## src/rtl/ifu_pkg.sv

```systemverilog
// ifu_pkg: shared types and constants for the instruction fetch unit
package ifu_pkg;
    typedef enum logic {FETCH = 1'b0, HOLD = 1'b1} state_t;
    localparam logic [31:0] NOP_INSTR = 32'h0;
    localparam int DEFAULT_PC_STEP = 4;
endpackage

```

## src/rtl/if_id_reg.sv

```systemverilog
// if_id_reg: IF/ID pipeline register with load, clear (flush) and kill (bubble) controls
module if_id_reg
    import ifu_pkg::*;
#(
    parameter int ADDR_W = 32,
    parameter int DATA_W = 32
) (
    input  logic              i_clk,
    input  logic              i_rst,
    input  logic              i_load,
    input  logic              i_clear,
    input  logic              i_kill,
    input  logic [ADDR_W-1:0] i_pc,
    input  logic [DATA_W-1:0] i_instr,
    output logic              o_valid,
    output logic [ADDR_W-1:0] o_pc,
    output logic [DATA_W-1:0] o_instr
);
    // Clear flushes the instruction to NOP; kill only drops valid and keeps the fields
    always_ff @(posedge i_clk or posedge i_rst) begin
        if (i_rst) begin
            o_valid <= 1'b0;
            o_pc    <= '0;
            o_instr <= '0;
        end else if (i_clear) begin
            o_valid <= 1'b0;
            o_instr <= DATA_W'(NOP_INSTR);
        end else if (i_load) begin
            o_valid <= 1'b1;
            o_pc    <= i_pc;
            o_instr <= i_instr;
        end else if (i_kill) begin
            o_valid <= 1'b0;
        end
    end
endmodule

```

## src/rtl/if_fetch_unit.sv

```systemverilog
// if_fetch_unit: PC owner and instruction memory master with freeze skid and branch redirect
module if_fetch_unit
    import ifu_pkg::*;
#(
    parameter int                ADDR_W   = 32,
    parameter int                DATA_W   = 32,
    parameter logic [ADDR_W-1:0] RESET_PC = '0,
    parameter int                PC_STEP  = DEFAULT_PC_STEP
) (
    input  logic              i_clk,
    input  logic              i_rst,
    input  logic              i_freeze,
    input  logic              i_branch_taken,
    input  logic [ADDR_W-1:0] i_branch_addr,
    output logic              o_imem_req,
    output logic [ADDR_W-1:0] o_imem_addr,
    input  logic              i_imem_ready,
    input  logic [DATA_W-1:0] i_imem_rdata,
    output logic              o_if_id_valid,
    output logic [ADDR_W-1:0] o_if_id_pc,
    output logic [DATA_W-1:0] o_if_id_instr
);
    state_t            r_state;
    state_t            w_state_nxt;
    logic [ADDR_W-1:0] r_pc;
    logic [ADDR_W-1:0] r_skid_pc;
    logic [DATA_W-1:0] r_skid_instr;
    logic [ADDR_W-1:0] w_pc_inc;
    logic [ADDR_W-1:0] w_ld_pc;
    logic [DATA_W-1:0] w_ld_instr;
    logic              w_fire;
    logic              w_load;
    logic              w_kill;
    logic              w_skid_ld;

    assign o_imem_req  = (r_state == FETCH);
    assign o_imem_addr = r_pc;

    // Branch beats freeze beats normal flow; a fetch landing under freeze is parked in the skid
    always_comb begin
        w_fire      = (r_state == FETCH) && i_imem_ready;
        w_pc_inc    = r_pc + ADDR_W'(PC_STEP);
        w_state_nxt = i_branch_taken ? FETCH :
                      (r_state == FETCH) ? ((w_fire && i_freeze) ? HOLD : FETCH) :
                      (i_freeze ? HOLD : FETCH);
        w_load      = !i_branch_taken && !i_freeze && (w_fire || r_state == HOLD);
        w_kill      = !i_branch_taken && !i_freeze && (r_state == FETCH) && !i_imem_ready;
        w_skid_ld   = !i_branch_taken && w_fire && i_freeze;
        w_ld_pc     = (r_state == HOLD) ? r_skid_pc : w_pc_inc;
        w_ld_instr  = (r_state == HOLD) ? r_skid_instr : i_imem_rdata;
    end

    always_ff @(posedge i_clk or posedge i_rst) begin
        if (i_rst) begin
            r_state      <= FETCH;
            r_pc         <= RESET_PC;
            r_skid_pc    <= '0;
            r_skid_instr <= '0;
        end else begin
            r_state <= w_state_nxt;
            if (i_branch_taken) begin
                r_pc         <= i_branch_addr;
                r_skid_pc    <= '0;
                r_skid_instr <= '0;
            end else begin
                if (w_fire)
                    r_pc <= w_pc_inc;
                if (w_skid_ld) begin
                    r_skid_pc    <= w_pc_inc;
                    r_skid_instr <= i_imem_rdata;
                end
            end
        end
    end

    if_id_reg #(.ADDR_W(ADDR_W), .DATA_W(DATA_W)) u_if_id (
        .i_clk   (i_clk),
        .i_rst   (i_rst),
        .i_load  (w_load),
        .i_clear (i_branch_taken),
        .i_kill  (w_kill),
        .i_pc    (w_ld_pc),
        .i_instr (w_ld_instr),
        .o_valid (o_if_id_valid),
        .o_pc    (o_if_id_pc),
        .o_instr (o_if_id_instr)
    );
endmodule
```

## config.mk

```make
export PLATFORM = sky130hd
export DESIGN_NAME = if_fetch_unit
export DESIGN_NICKNAME = d
export VERILOG_FILES = /design/src/rtl/ifu_pkg.sv /design/src/rtl/if_id_reg.sv /design/src/rtl/if_fetch_unit.sv
export SDC_FILE = /design/constraint.sdc
export NUM_CORES = 1
export LEC_CHECK = 0
export ABC_AREA = 0
export CORE_MARGIN = 3
export CORE_UTILIZATION = 40
export DETAILED_ROUTE_END_ITERATION = 6
export PLACE_DENSITY = 0.66
export SETUP_SLACK_MARGIN = 0.02
export SLEW_MARGIN = 25
export SYNTH_ARGS = -nofsm -noshare
export SYNTH_HDL_FRONTEND = slang
export SYNTH_SLANG_ARGS = --single-unit
```

## constraint.sdc

```tcl
create_clock -name i_clk -period 10.3 [get_ports i_clk]
set_input_delay 2.06 -clock i_clk [delete_from_list [all_inputs] [get_ports i_clk]]
set_output_delay 2.06 -clock i_clk [all_outputs]
set_load 0.01 [all_outputs]
```

==> reports/qor.txt, run 1 <==
drc violations: 0
worst reg-to-reg path cell count: 5
Syn Area/Cell: 9.99 sq um
Iteration-0 DRC Markers: 298
slew margin rel.: 31.4%
M1 GR Usage: 28.6%
Final Util: 55.0%
Setup Skew: 0.0106 ns
Die Area: 20500 sq um
hpwl dp: 13200 um
Initial Utilization: 41.3%
flops & latches, synth: 162
P_int: 1270 uW
number of hold buffers added after cts: 0
initial antenna violation count: 0
filler cell count: 1671
layout cell share with drive strength beyond 1: 6.01%
syn nets: 823
crit start category: flip-flop
CP max stage delay: 0.64 ns
outcome: finished clean
fin. max-slew vios: 0
busiest grt layer: met2
Seq/Total Area, Yosys: 53.9%
WP data arrival: 1.98 ns
Synth Warn #: 0
final worst path period need: 4.04 ns
DP Worst Slack: 5.91 ns
GPL Wtd Cong: 0.777
Setup TNS: 0 ns
Clk pwr share: 39.8%
post-CTS setup buffer count: 0
first-pass GRT wire length: 33700 um
min-delay src: r_skid_pc[18]
ratio of final minimum period to clock period: 39.2%
detailed-router iteration count before antenna repair: 5
critical path's top delay family: buffers and inverters
port bufs: 166
worst path bufs/invs: 2
Core ar.: 18200 sq um
final setup vio count: 0
critical path cell sequence: inv_1 > clkdlybuf4s50_1
crit path max fanout: 16
unrepaired setup endpoints after global routing: no
vias in the first global route: 6314
Seq pwr share: 43.3%
diode count: 0
Detail Route Antenna Nets: 0
Mapped Cells: 753
drt wl/cell: 18.2 um
Worst Tran Pin Value: 1.03 ns
worst skew pair latency: 0.43 ns
CTS Sinks: 162
via density per instance: 5.52
Die Ht: 143 um
gr usage total: 20.9%
RR Startpoint: o_imem_addr[6]
multi-input logic area: 3260 sq um
register area: 4060 sq um
Mapped Area: 7520 sq um
Post-synth ARST share: 100%
ys flop type: dfrtp_1
Max-cap violations: 0
class of the worst hold path: flip-flop to flip-flop
clk buf depth: 2
Psw: 459 uW
met3 Resource Use GR: 4.45%
die width: 143 um
critical path class: flip-flop to output port
routed wire length: 20500 um
hold depth: 2
Final Hold Fails: 0
largest net degree at the start of global routing: 100
TritonCTS clock tree: built
Pleak: 0.00405 uW
setup ws final: 6.26 ns
CP Data Required Time: 8.24 ns
site row count: 49
sw frac: 26.5%
Critical Path End Type: output port
Post-synth EDFFs: 0
Netlist cell types: 43
vias: 6222
crit path launch: r_state
Slowest-stage cell, CP: clkdlybuf4s50_1
Num CTS Buffers: 17
Max Freq: 248 MHz
post-cts sizing count: 0
Comb pwr share: 16.9%
Ports: 167
Cell Pwr Density: 173 nW/um^2
CTS H-tree lvls: 4
Area growth syn-to-layout: 33.0%
Crit. path cell count: 2
Final nets: 955
Peak VDD IR: 133 uV
clk slew on worst S/H paths: 0.06 ns
met2 Track Usage GR: 33.4%
CTS Root Cell: clkbuf_16
total gr overflow: 0
-- power by group through the flow --
stage	Clock [uW]	Combinational (uW)	Sequential, uW
after CTS	700	297	750
after global routing	732	322	757
final	689	293	750
after detailed placement	0	295	760
after floorplan	0	125	761
after global placement	0	289	760
-- cells by family after synthesis --
kind of cell / count (synthesis) / share of synthesized area [%]
flip-flops: 162 / 53.9
buffers and inverters: 64 / 3.23
adder cells (fa/ha/maj): 1 / 0.166
multiplexers: 38 / 5.09
XOR/XNOR: 51 / 5.94
AND/OR/NAND/NOR: 246 / 15.2
AO/OA/AOI/OAI: 191 / 16.5
-- layout by cell type (no fill, tap or decap), types with 4 or more instances in the layout --
| cell type | instances |
|---|---|
| bufinv_16 | 4 |
| a211oi_1 | 31 |
| and3_1 | 5 |
| clkinv_4 | 4 |
| o21ai_1 | 31 |
| dfrtp_1 | 161 |
| nand4_1 | 12 |
| o22ai_1 | 6 |
| a21oi_1 | 14 |
| clkbuf_16 | 17 |
| xnor2_1 | 23 |
| nand2_1 | 93 |
| clkdlybuf4s50_1 | 165 |
| or2_1 | 4 |
| o21ai_0 | 51 |
| o211ai_1 | 4 |
| nand3_1 | 22 |
| xor2_1 | 28 |
| nor4_1 | 8 |
| nor2_1 | 60 |
| a22o_1 | 43 |
| mux2i_1 | 36 |
| buf_4 | 6 |
| nor3_1 | 18 |
-- per-layer routing --
metal | wire length, um | part of all wire [%]
met1 | 9360 | 46
met2 | 9820 | 48
met3 | 1020 | 5.0
met4 | 314 | 1.5
met5 | 0 | 0
-- synth_stat cells, types with 2 or more instances --
| cell | instances | area [sq um] |
|---|---|---|
| inv_1 | 4 | 15.0 |
| or4_1 | 3 | 22.5 |
| nand3b_1 | 3 | 22.5 |
| nand2_1 | 93 | 349 |
| nor2_1 | 61 | 229 |
| buf_2 | 2 | 10.0 |
| mux2_2 | 2 | 22.5 |
| xnor2_1 | 23 | 201 |
| o21ai_0 | 51 | 255 |
| o21ai_1 | 32 | 160 |
| dfrtp_1 | 162 | 4050 |
| or2_1 | 4 | 25.0 |
| or3_1 | 3 | 18.8 |
| mux2i_1 | 36 | 360 |
| a22o_1 | 43 | 377 |
| nand2b_1 | 2 | 12.5 |
| xor2_1 | 28 | 245 |
| nor4_2 | 2 | 25.0 |
| o21a_1 | 3 | 22.5 |
| nand3_1 | 22 | 110 |
| nor2b_1 | 2 | 12.5 |
| o211ai_1 | 4 | 30.0 |
| o22ai_1 | 6 | 37.5 |
| nor4_1 | 8 | 50.1 |
| and3_1 | 5 | 31.3 |
| nand4_1 | 12 | 75.1 |
| buf_1 | 4 | 15.0 |
| and4_1 | 3 | 26.3 |
| a21oi_1 | 15 | 75.1 |
| a211oi_1 | 31 | 233 |
| nor3_1 | 19 | 95.1 |
| clkbuf_1 | 54 | 203 |
-- final timing paths --
path	slack, ns	to
setup / recovery	6.26	o_imem_req
setup reg to reg	7.52	o_imem_addr[25]
max in group asynchronous	6.89	r_state
hold reg to reg	0.48	r_skid_pc[18]
min in group asynchronous	2.16	u_if_id.o_pc[3]
hold / removal	0.48	r_skid_pc[18]
-- final cells by class --
cell class / instances / area share, %
sequential: 162 / 40.5
multi-input combinational: 527 / 32.6
timing repair buffer: 173 / 17.3
clock buffer: 20 / 4.66
tap: 229 / 2.86
clock inverter: 12 / 1.80
inverter: 4 / 0.200
-- registers in the layout (all words and copies together), names as in the netlist --
| name | count |
|---|---|
| o_imem_addr | 32 |
| r_skid_instr | 32 |
| u_if_id.o_valid | 1 |
| u_if_id.o_pc | 32 |
| r_state | 1 |
| r_skid_pc | 32 |
| u_if_id.o_instr | 32 |
-- per-stage QoR --
step / hold WS [ns] / total power (uW) / area [sq um] / cells
after floorplan: 0.441 / 886 / 7520 / 753
after global placement: 0.455 / 1050 / 9330 / 1094
after detailed placement: 0.464 / 1060 / 9360 / 1095
after CTS: 0.479 / 1750 / 10000 / 1127
after global routing: 0.506 / 1810 / 10000 / 1127
final: 0.475 / 1730 / 10000 / 1127
-- tightest hold or removal path, stage by stage (launching register included) --
cell and delay (ns):
dfrtp_1 0.34, nand2_1 0.04, o21ai_0 0.05
Note: power is estimated with default switching activity, not from simulation.
==> inputs of run 2 (changes only) <==
--- a/config.mk
+++ b/config.mk
@@ -9,7 +9,7 @@
 export CORE_MARGIN = 3
 export CORE_UTILIZATION = 40
 export DETAILED_ROUTE_END_ITERATION = 6
-export PLACE_DENSITY = 0.66
+export PLACE_DENSITY = 0.68
 export SETUP_SLACK_MARGIN = 0.02
 export SLEW_MARGIN = 25
 export SYNTH_ARGS = -nofsm -noshare
==> constraint.sdc (replaced) <==
create_clock -name i_clk -period 3.4 [get_ports i_clk]
set_input_delay 0.68 -clock i_clk [delete_from_list [all_inputs] [get_ports i_clk]]
set_output_delay 0.68 -clock i_clk [all_outputs]
set_load 0.01 [all_outputs]
==> run 2 against run 1 <==
  * Via count decreased by 0.14%
  * Critical path depth is the same
  * Clock power rose to 3.2 times the previous value
  * Global-route usage shrank 0.19 points
  * Worst setup slack got worse by 5.6 ns
  * Sequential share of layout area decreased by 0.48 points
  * Core utilization increased by 0.66 points
  * Clock-buffer cell count shrank 1
  * Hold slack about the same
  * Combinational power grew to 3.1 times the previous value
  * Wire length decreased by 0.16%
  * Final cell count rose by 0.80%
  * Critical endpoint unchanged
  * Largest power group unchanged
==> reports/qor.txt, run 2 (synthesis gave the netlist of run 1 again) <==
critical path's top delay family: buffers and inverters
crit path to: o_imem_req
ratio of final minimum period to clock period: 81.2%
worst reg-to-reg path cell count: 6
CP Data Required Time: 2.72 ns
via density per instance: 5.47
P_int: 3970 uW
min-delay src: r_skid_pc[14]
crit start category: flip-flop
RR Startpoint: o_imem_addr[2]
Critical Path End Type: output port
diode count: 0
Area growth syn-to-layout: 34.6%
TritonCTS clock tree: built
Final Hold Fails: 0
final instance area: 10100 sq um
commonest cells after routing, fill and taps aside: clkdlybuf4s50_1, dfrtp_1, nand2_1, nor2_1, o21ai_0
Final Util: 55.6%
R2R Path End: r_skid_pc[24]
register-to-register setup slack: 0.77 ns
Seq pwr share: 42.3%
critical path class: flip-flop to output port
Worst Tran Pin Value: 0.866 ns
worst path bufs/invs: 2
fin. max-slew vios: 0
Cell Pwr Density: 530 nW/um^2
drc violations: 0
vias in the first global route: 6209
class of the worst hold path: flip-flop to flip-flop
clk buf depth: 2
vias: 6213
clk slew on worst S/H paths: 0.06 ns
fin cells: 1136
Slowest-stage cell, CP: clkdlybuf4s50_1
final setup vio count: 0
port bufs: 166
sw frac: 26.0%
Num CTS Buffers: 17
CP max stage delay: 0.64 ns
CTS Sinks: 162
number of hold buffers added after cts: 0
Max-cap violations: 0
die width: 143 um
post-cts sizing count: 0
Max Freq: 362 MHz
Placed Area: 9450 sq um
routed wire length: 20500 um
hpwl dp: 13900 um
unrepaired setup endpoints after global routing: no
Comb pwr share: 16.7%
# placed instances: 1104
worst skew pair latency: 0.42 ns
Iteration-0 DRC Markers: 457
Die Ht: 143 um
Clk pwr share: 41.0%
Final nets: 964
Die Area: 20500 sq um
commonest non-fill, non-tap cell in the layout: clkdlybuf4s50_1
Core ar.: 18200 sq um
outcome: finished clean
site row count: 49
layout cell share with drive strength beyond 1: 6.84%
Setup Skew: 0.00748 ns
Initial Utilization: 41.3%
Peak VDD IR: 361 uV
Min Hold Slack: 0.475 ns
Psw: 1390 uW
total gr overflow: 0
Detail Route Antenna Nets: 0
CTS Root Cell: clkbuf_16
slew margin rel.: 42.3%
Ports: 167
final worst path period need: 2.76 ns
WP data arrival: 2.08 ns
detailed-router iteration count before antenna repair: 6
crit path launch: r_state
GPL Wtd Cong: 0.811
crit path max fanout: 16
CTS H-tree lvls: 4
initial antenna violation count: 0
gr usage total: 20.7%
critical path cell sequence: inv_1 > clkdlybuf4s50_1
Crit. path cell count: 2
Pleak: 0.00411 uW
post-CTS setup buffer count: 0
Setup TNS: 0 ns
drt wl/cell: 18.0 um
largest net degree at the start of global routing: 82
first-pass GRT wire length: 33600 um
-- run 2: cell count changes in the layout (fill, tap and decap cells not counted) --
cell	previous run	this run
clkinv_4	4	2
clkbuf_8	3	1
buf_4	6	13
buf_12	0	4
clkbuf_1	0	1
clkinvlp_4	2	3
buf_16	1	0
buf_6	1	0
bufinv_16	4	6
-- run 2: worst min-delay path, cell delays in order (launching register included) --
cell and delay (ns):
dfrtp_1 0.34, nand2_1 0.04, o21ai_0 0.06
-- run 2: final cells by class --
type                       instances  area, sq um
clock buffer                      19          443
clock inverter                    13          231
fill                            1657         8080
inverter                           4         18.8
multi-input combinational        527         3260
sequential                       162         4060
tap                              229          287
timing repair buffer             182         1830
-- run 2: per-stage QoR --
| step | setup WS (ns) | power, uW |
|---|---|---|
| after global placement | 0.745 | 3190 |
| final | 0.638 | 5360 |
| after detailed placement | 0.696 | 3210 |
| after floorplan | 0.663 | 2680 |
| after CTS | 0.621 | 5420 |
| after global routing | 0.532 | 5600 |
-- run 2: routing by layer --
layer / track usage (%) / share of wire [%] / wire [um] / vias to the layer above
met5: 0 / 0 / 0 / -
met4: 6.55 / 1.8 / 376 / 0
met3: 3.58 / 5.0 / 1030 / 27
met2: 32.7 / 48 / 9800 / 207
met1: 29.2 / 45 / 9270 / 3007
li1: - / - / - / 2972
-- run 2: how the worst min path moves through the flow --
stage / to / slack, ns / depth (start not counted)
floorplan: r_skid_pc[30] / 0.44 / 2
global placement: r_skid_pc[30] / 0.46 / 2
detailed placement: r_skid_pc[10] / 0.46 / 2
CTS: r_skid_pc[10] / 0.48 / 2
global route: u_if_id.o_pc[0] / 0.51 / 2
finish: r_skid_pc[14] / 0.48 / 2
-- run 2: power by group through the flow --
| stage | clock [uW] | combinational [uW] | sequential, uW |
|---|---|---|---|
| 5_1_grt | 2320 | 984 | 2290 |
| 3_5_place_dp | 0 | 905 | 2300 |
| 2_1_floorplan | 0 | 378 | 2310 |
| 3_3_place_gp | 0 | 893 | 2300 |
| 6_report | 2200 | 896 | 2270 |
| 4_1_cts | 2240 | 910 | 2270 |
==> edit 1 (config.mk and constraints of run 2) <==
`DATA_W` is set to 32 in 2 places; all go to 64.
--- a/src/rtl/if_id_reg.sv
+++ b/src/rtl/if_id_reg.sv
@@ -3,7 +3,7 @@
     import ifu_pkg::*;
 #(
     parameter int ADDR_W = 32,
-    parameter int DATA_W = 32
+    parameter int DATA_W = 64
 ) (
     input  logic              i_clk,
     input  logic              i_rst,
--- a/src/rtl/if_fetch_unit.sv
+++ b/src/rtl/if_fetch_unit.sv
@@ -3,7 +3,7 @@
     import ifu_pkg::*;
 #(
     parameter int                ADDR_W   = 32,
-    parameter int                DATA_W   = 32,
+    parameter int                DATA_W   = 64,
     parameter logic [ADDR_W-1:0] RESET_PC = '0,
     parameter int                PC_STEP  = DEFAULT_PC_STEP
 ) (
Interface: changed (resized i_imem_rdata and o_if_id_instr); port bits go from 167 to 231. The function was not compared with the original's and may differ.
==> edit 1 against run 2 <==
  * Sequential cell count up 64
  * Critical path type unchanged
  * Sequential power up 36%
  * Worst setup slack worse by 130 ps
  * Final area up 36%
  * Wire length up 38%
  * Global-route usage down 0.57 points
  * Total power up 34%
  * Area after synthesis up 35%
==> edit 1: results (changes against run 2) <==
----------------------------------------------------
[Routing]
  Iter 0 DRT Violations ... 685 (was 457)
  Highest metal layer used by the detailed router ... met5 (was met4)
  Metal-1 WL ... 12480 um (was 9270 um)
  Amount of wire on met2 after detailed routing ... 12940 um (was 9804 um)
  Post-DR wirelength/cell ... 18.81 um (was 18.03 um)
  Met3 wire len ... 2059 um (was 1030 um)
  1st-pass router iterations ... 5 (was 6)

[CTS]
  Clock latency on the worst-skew pair ... 510 ps (was 420 ps)
  Number of buffers on the longest clock path ... 3 (was 2)
  Level count of the clock H-tree ... 1 (was 4)
  TritonCTS Buffers ... 25 (was 17)

[GRT]
  First-pass GRT wire length ... 44500 um (was 33610 um)
  Met2 Track Usage GR ... 31.08% (was 32.67%)
  Pin count of the biggest net entering global routing ... 126 (was 82)
  Met3 layer usage reported by global route ... 3.941% (was 3.583%)
  Total routing resource utilization after global routing ... 20.13% (was 20.71%)
  Met1 layer usage reported by global route ... 29.24% (was 29.25%)
  Number of global-route vias before repair ... 8136 (was 6209)

[Power]
  Switching share of power ... 25.31% (was 25.98%)
  Switching component of the power ... 1.816 mW (was 1.393 mW)
  Proportion of power drawn by combinational gates ... 15.8% (was 16.7%)
  Static Leak ... 5.634 nW (was 4.109 nW)
  IR Drop Worst-Case VDD ... 0.3253 mV (was 0.3607 mV)

[Worst setup path]
  Largest driver fanout on the critical path ... 27 (was 16)
  Data arrival at the endpoint of the critical path ... 2220 ps (was 2080 ps)

[Synth]
  Fraction of the yosys area taken by sequential cells ... 55.56% (was 53.89%)
  Top cells by area in the synthesized netlist ... sky130_fd_sc_hd__dfrtp_1 56%, sky130_fd_sc_hd__mux2i_1 6.8%, sky130_fd_sc_hd__a22o_1 6.4% (was sky130_fd_sc_hd__dfrtp_1 54%, sky130_fd_sc_hd__a22o_1 5.0%, sky130_fd_sc_hd__mux2i_1 4.8%)
  Most used standard cells in the synthesized netlist ... 226 x sky130_fd_sc_hd__dfrtp_1, 97 x sky130_fd_sc_hd__nor2_1, 94 x sky130_fd_sc_hd__nand2_1 (was 162 x sky130_fd_sc_hd__dfrtp_1, 93 x sky130_fd_sc_hd__nand2_1, 61 x sky130_fd_sc_hd__nor2_1)
  Syn nets ... 1060 (was 823)

[Placed design]
  DPL Wire Length ... 18430 um (was 13870 um)
  Gpl congestion ... 0.8929 (was 0.8113)
  PortBufs ... 230 (was 166)

[Finish]
  Final-layout fill cell count ... 2188 (was 1657)
  Layout Nets ... 1259 (was 964)
  Proportion of layout cells with a drive suffix above 1 ... 7.155% (was 6.836%)
  Number of inserted diodes ... 0 (unchanged)

[STA]
  Clock skew ... 11.14 ps (was 7.480 ps)

[Run status]
  Run status ... finished clean (unchanged)

----------------------------------------------------
[edit 1: cell count changes after synthesis, moves of 5 or more]
cell	delta
sky130_fd_sc_hd__a211oi_1	+33
sky130_fd_sc_hd__a22o_1	+31
sky130_fd_sc_hd__and4_1	+5
sky130_fd_sc_hd__buf_1	+6
sky130_fd_sc_hd__buf_2	+5
sky130_fd_sc_hd__clkbuf_1	+7
sky130_fd_sc_hd__dfrtp_1	+64
sky130_fd_sc_hd__mux2i_1	+33
sky130_fd_sc_hd__nand3_1	-7
sky130_fd_sc_hd__nor2_1	+36
sky130_fd_sc_hd__o21ai_0	+24
sky130_fd_sc_hd__o21ai_1	-28
sky130_fd_sc_hd__xnor2_1	+6
[edit 1: layout make-up]
| class | count | area (um^2) | area share, % |
|---|---|---|---|
| Inverter | 2 | 11.26 | 0.08197 |
| Tap cell | 324 | 405.4 | 2.951 |
| Multi-Input combinational cell | 651 | 4244 | 30.90 |
| Clock buffer | 35 | 733.2 | 5.337 |
| Clock inverter | 9 | 176.4 | 1.284 |
| Sequential cell | 226 | 5659 | 41.20 |
| Timing Repair Buffer | 251 | 2507 | 18.25 |
[edit 1: final timing paths]
kind / from / cells after the start / end / slack [ps]
min in group asynchronous: i_rst / 2 / u_if_id.o_instr[40]$_DFFE_PP0P_ / 480
worst min-delay path: r_skid_pc[30]$_DFFE_PP0P_ / 2 / r_skid_pc[30]$_DFFE_PP0P_ / 470
worst min register to register: r_skid_pc[30]$_DFFE_PP0P_ / 2 / r_skid_pc[30]$_DFFE_PP0P_ / 470
worst max register to register: o_imem_addr[2]$_DFFE_PP0N_ / 6 / o_imem_addr[24]$_DFFE_PP0N_ / 830
max in group asynchronous: i_rst / 3 / r_skid_instr[10]$_DFFE_PP0P_ / 2000
worst max-delay path: r_state$_DFF_PP0_ / 2 / o_imem_req / 500
[edit 1: kinds of logic (layout without fill, tap and decap cells)]
| logic type | count (synthesis) | after routing | synth area share [%] |
|---|---|---|---|
| AO/OA/AOI/OAI | 252 | 252 | 17.04 |
| multiplexers | 71 | 71 | 7.007 |
| XOR/XNOR | 54 | 54 | 4.647 |
| flip-flops | 226 | 226 | 55.56 |
| AND/OR/NAND/NOR | 273 | 273 | 12.48 |
| adder cells (fa/ha/maj) | 1 | 1 | 0.1229 |
| buffers and inverters | 81 | 297 | 3.147 |
[edit 1: worst max-delay path, delay by kind of cell (launching register included)]
| kind | cells | cell delay [ps] |
|---|---|---|
| buffers and inverters | 2 | 1060 |
| flip-flops | 1 | 630 |
[edit 1: stage by stage]
stage	instance area, um^2	std cells
3_5_place_dp	12830	1454
2_1_floorplan	10180	958
4_1_cts	13740	1498
6_report	13740	1498
3_3_place_gp	12830	1454
5_1_grt	13740	1498
==> edit 2 (flow settings as in run 2) <==
Without the edit above. Make the reset (`i_rst`) synchronous in 2 clocked blocks.
--- a/src/rtl/if_id_reg.sv
+++ b/src/rtl/if_id_reg.sv
@@ -17,7 +17,7 @@
     output logic [DATA_W-1:0] o_instr
 );
     // Clear flushes the instruction to NOP; kill only drops valid and keeps the fields
-    always_ff @(posedge i_clk or posedge i_rst) begin
+    always_ff @(posedge i_clk) begin
         if (i_rst) begin
             o_valid <= 1'b0;
             o_pc    <= '0;
--- a/src/rtl/if_fetch_unit.sv
+++ b/src/rtl/if_fetch_unit.sv
@@ -50,7 +50,7 @@
         w_ld_instr  = (r_state == HOLD) ? r_skid_instr : i_imem_rdata;
     end
 
-    always_ff @(posedge i_clk or posedge i_rst) begin
+    always_ff @(posedge i_clk) begin
         if (i_rst) begin
             r_state      <= FETCH;
             r_pc         <= RESET_PC;
Check against the original RTL: differs if i_rst is asserted again (counterexample within 4 cycles, from zero or initial values and one cycle with i_rst high); with i_rst held inactive, the same outputs for 4 cycles.
==> edit 2 against run 2 <==
  * Synthesized cell count up 16%
  * Sequential cell count unchanged
  * Worst setup slack better by 130 ps
  * Die area down 4.3%
  * Wire length down 1.6%
  * Global-route usage down 0.56 points
  * Final area down 5.3%
  * Utilization down 0.53 points
  * Area after synthesis down 4.4%
  * Total power down 18%
  * Maximum frequency up 5.0%
  * Critical path type unchanged
  * Critical endpoint unchanged
==> edit 2: results (changes against run 2) <==
----------------------------------------------------
[Power]
  IR Drop Worst-Case VDD ... 0.4016 mV (was 0.3607 mV)
  P_clk ... 1.86 mW (was 2.20 mW)
  Static Leak ... 3.258 nW (was 4.109 nW)

[Routing]
  Metal-1 WL ... 9018 um (was 9270 um)
  Met3 wire len ... 942 um (was 1030 um)
  Post-DR wirelength/cell ... 16.26 um (was 18.03 um)
  Drt via density ... 5.371 (was 5.469)
  Iter 0 DRT Violations ... 459 (was 457)

[Synth]
  Area share of xor/xnor cells in the synthesized design ... 5.970% (was 5.938%)
  Fraction of the yosys area taken by sequential cells ... 45.12% (was 53.89%)
  Syn nets ... 946 (was 823)
  Compound-Gate Fraction of Synth Area ... 17.49% (was 16.45%)
  Top cells by area in the synthesized netlist ... sky130_fd_sc_hd__dfxtp_1 45%, sky130_fd_sc_hd__nand2_1 6.6%, sky130_fd_sc_hd__mux2i_1 5.8% (was sky130_fd_sc_hd__dfrtp_1 54%, sky130_fd_sc_hd__a22o_1 5.0%, sky130_fd_sc_hd__mux2i_1 4.8%)
  Multiplexer share of the synthesized area ... 6.005% (was 5.090%)
  Count of distinct cell types in the synthesized netlist ... 42 (was 43)
  Most used standard cells in the synthesized netlist ... 162 x sky130_fd_sc_hd__dfxtp_1, 127 x sky130_fd_sc_hd__nand2_1, 92 x sky130_fd_sc_hd__nor2_1 (was 162 x sky130_fd_sc_hd__dfrtp_1, 93 x sky130_fd_sc_hd__nand2_1, 61 x sky130_fd_sc_hd__nor2_1)
  Top_reg_cell synth ... sky130_fd_sc_hd__dfxtp_1 (was sky130_fd_sc_hd__dfrtp_1)

[Finish]
  Proportion of layout cells with a drive suffix above 1 ... 6.207% (was 6.836%)
  Layout Nets ... 1072 (was 964)
  Final-layout fill cell count ... 1641 (was 1657)

[GRT]
  Met1 layer usage reported by global route ... 26.74% (was 29.25%)
  Number of global-route vias before repair ... 6162 (was 6209)
  Met3 layer usage reported by global route ... 3.721% (was 3.583%)
  Pin count of the biggest net entering global routing ... 81 (was 82)
  Met2 Track Usage GR ... 33.00% (was 32.67%)

[STA]
  Clock skew ... 8.616 ps (was 7.480 ps)
  Transition time at the pin with the least slew margin ... 791.2 ps (was 865.7 ps)

[Worst setup path]
  R2r startpoint ... o_imem_addr[11]$_SDFFE_PP0N_ (was o_imem_addr[2]$_DFFE_PP0N_)
  Largest driver fanout on the critical path ... 38 (was 16)
  Launch point of the critical path ... r_state$_SDFF_PP0_ (was r_state$_DFF_PP0_)
  Slowest stage cell on the critical path ... sky130_fd_sc_hd__dfxtp_4 (was sky130_fd_sc_hd__clkdlybuf4s50_1)
  Data arrival at the endpoint of the critical path ... 1950 ps (was 2080 ps)

[Placed design]
  Gpl congestion ... 0.8306 (was 0.8113)
  DPL Wire Length ... 13440 um (was 13870 um)
  Placed inst area ... 9010 um^2 (was 9453 um^2)

[Run status]
  Run status ... finished clean (unchanged)

[Min path]
  Startpoint of the most critical hold path ... r_skid_pc[14]$_SDFFE_PP0P_ (was r_skid_pc[14]$_DFFE_PP0P_)

----------------------------------------------------
==> edit 2: cell type report <==
type | count | area share, %
Clock buffer | 20 | 4.982
Clock inverter | 12 | 1.109
Inverter | 7 | 0.2739
Multi-Input combinational cell | 630 | 37.79
Sequential cell | 162 | 33.84
Tap cell | 225 | 2.934
Timing Repair Buffer | 184 | 19.07
==> edit 2: final timing paths <==
check | slack (ps) | endpoint | depth (start not counted)
hold reg to reg | 450 | r_skid_pc[14]$_SDFFE_PP0P_ | 2
setup reg to reg | 850 | o_imem_addr[31]$_SDFFE_PP0N_ | 5
setup / recovery | 770 | o_imem_req | 2
hold / removal | 450 | r_skid_pc[14]$_SDFFE_PP0P_ | 2
==> edit 2: through the flow <==
step	power (mW)	worst slack (ps)
CTS	4.425	760.0
detailed placement	2.553	606.6
floorplan	2.299	1181
global route	4.562	668.6
global placement	2.549	698.2
finish	4.375	768.6
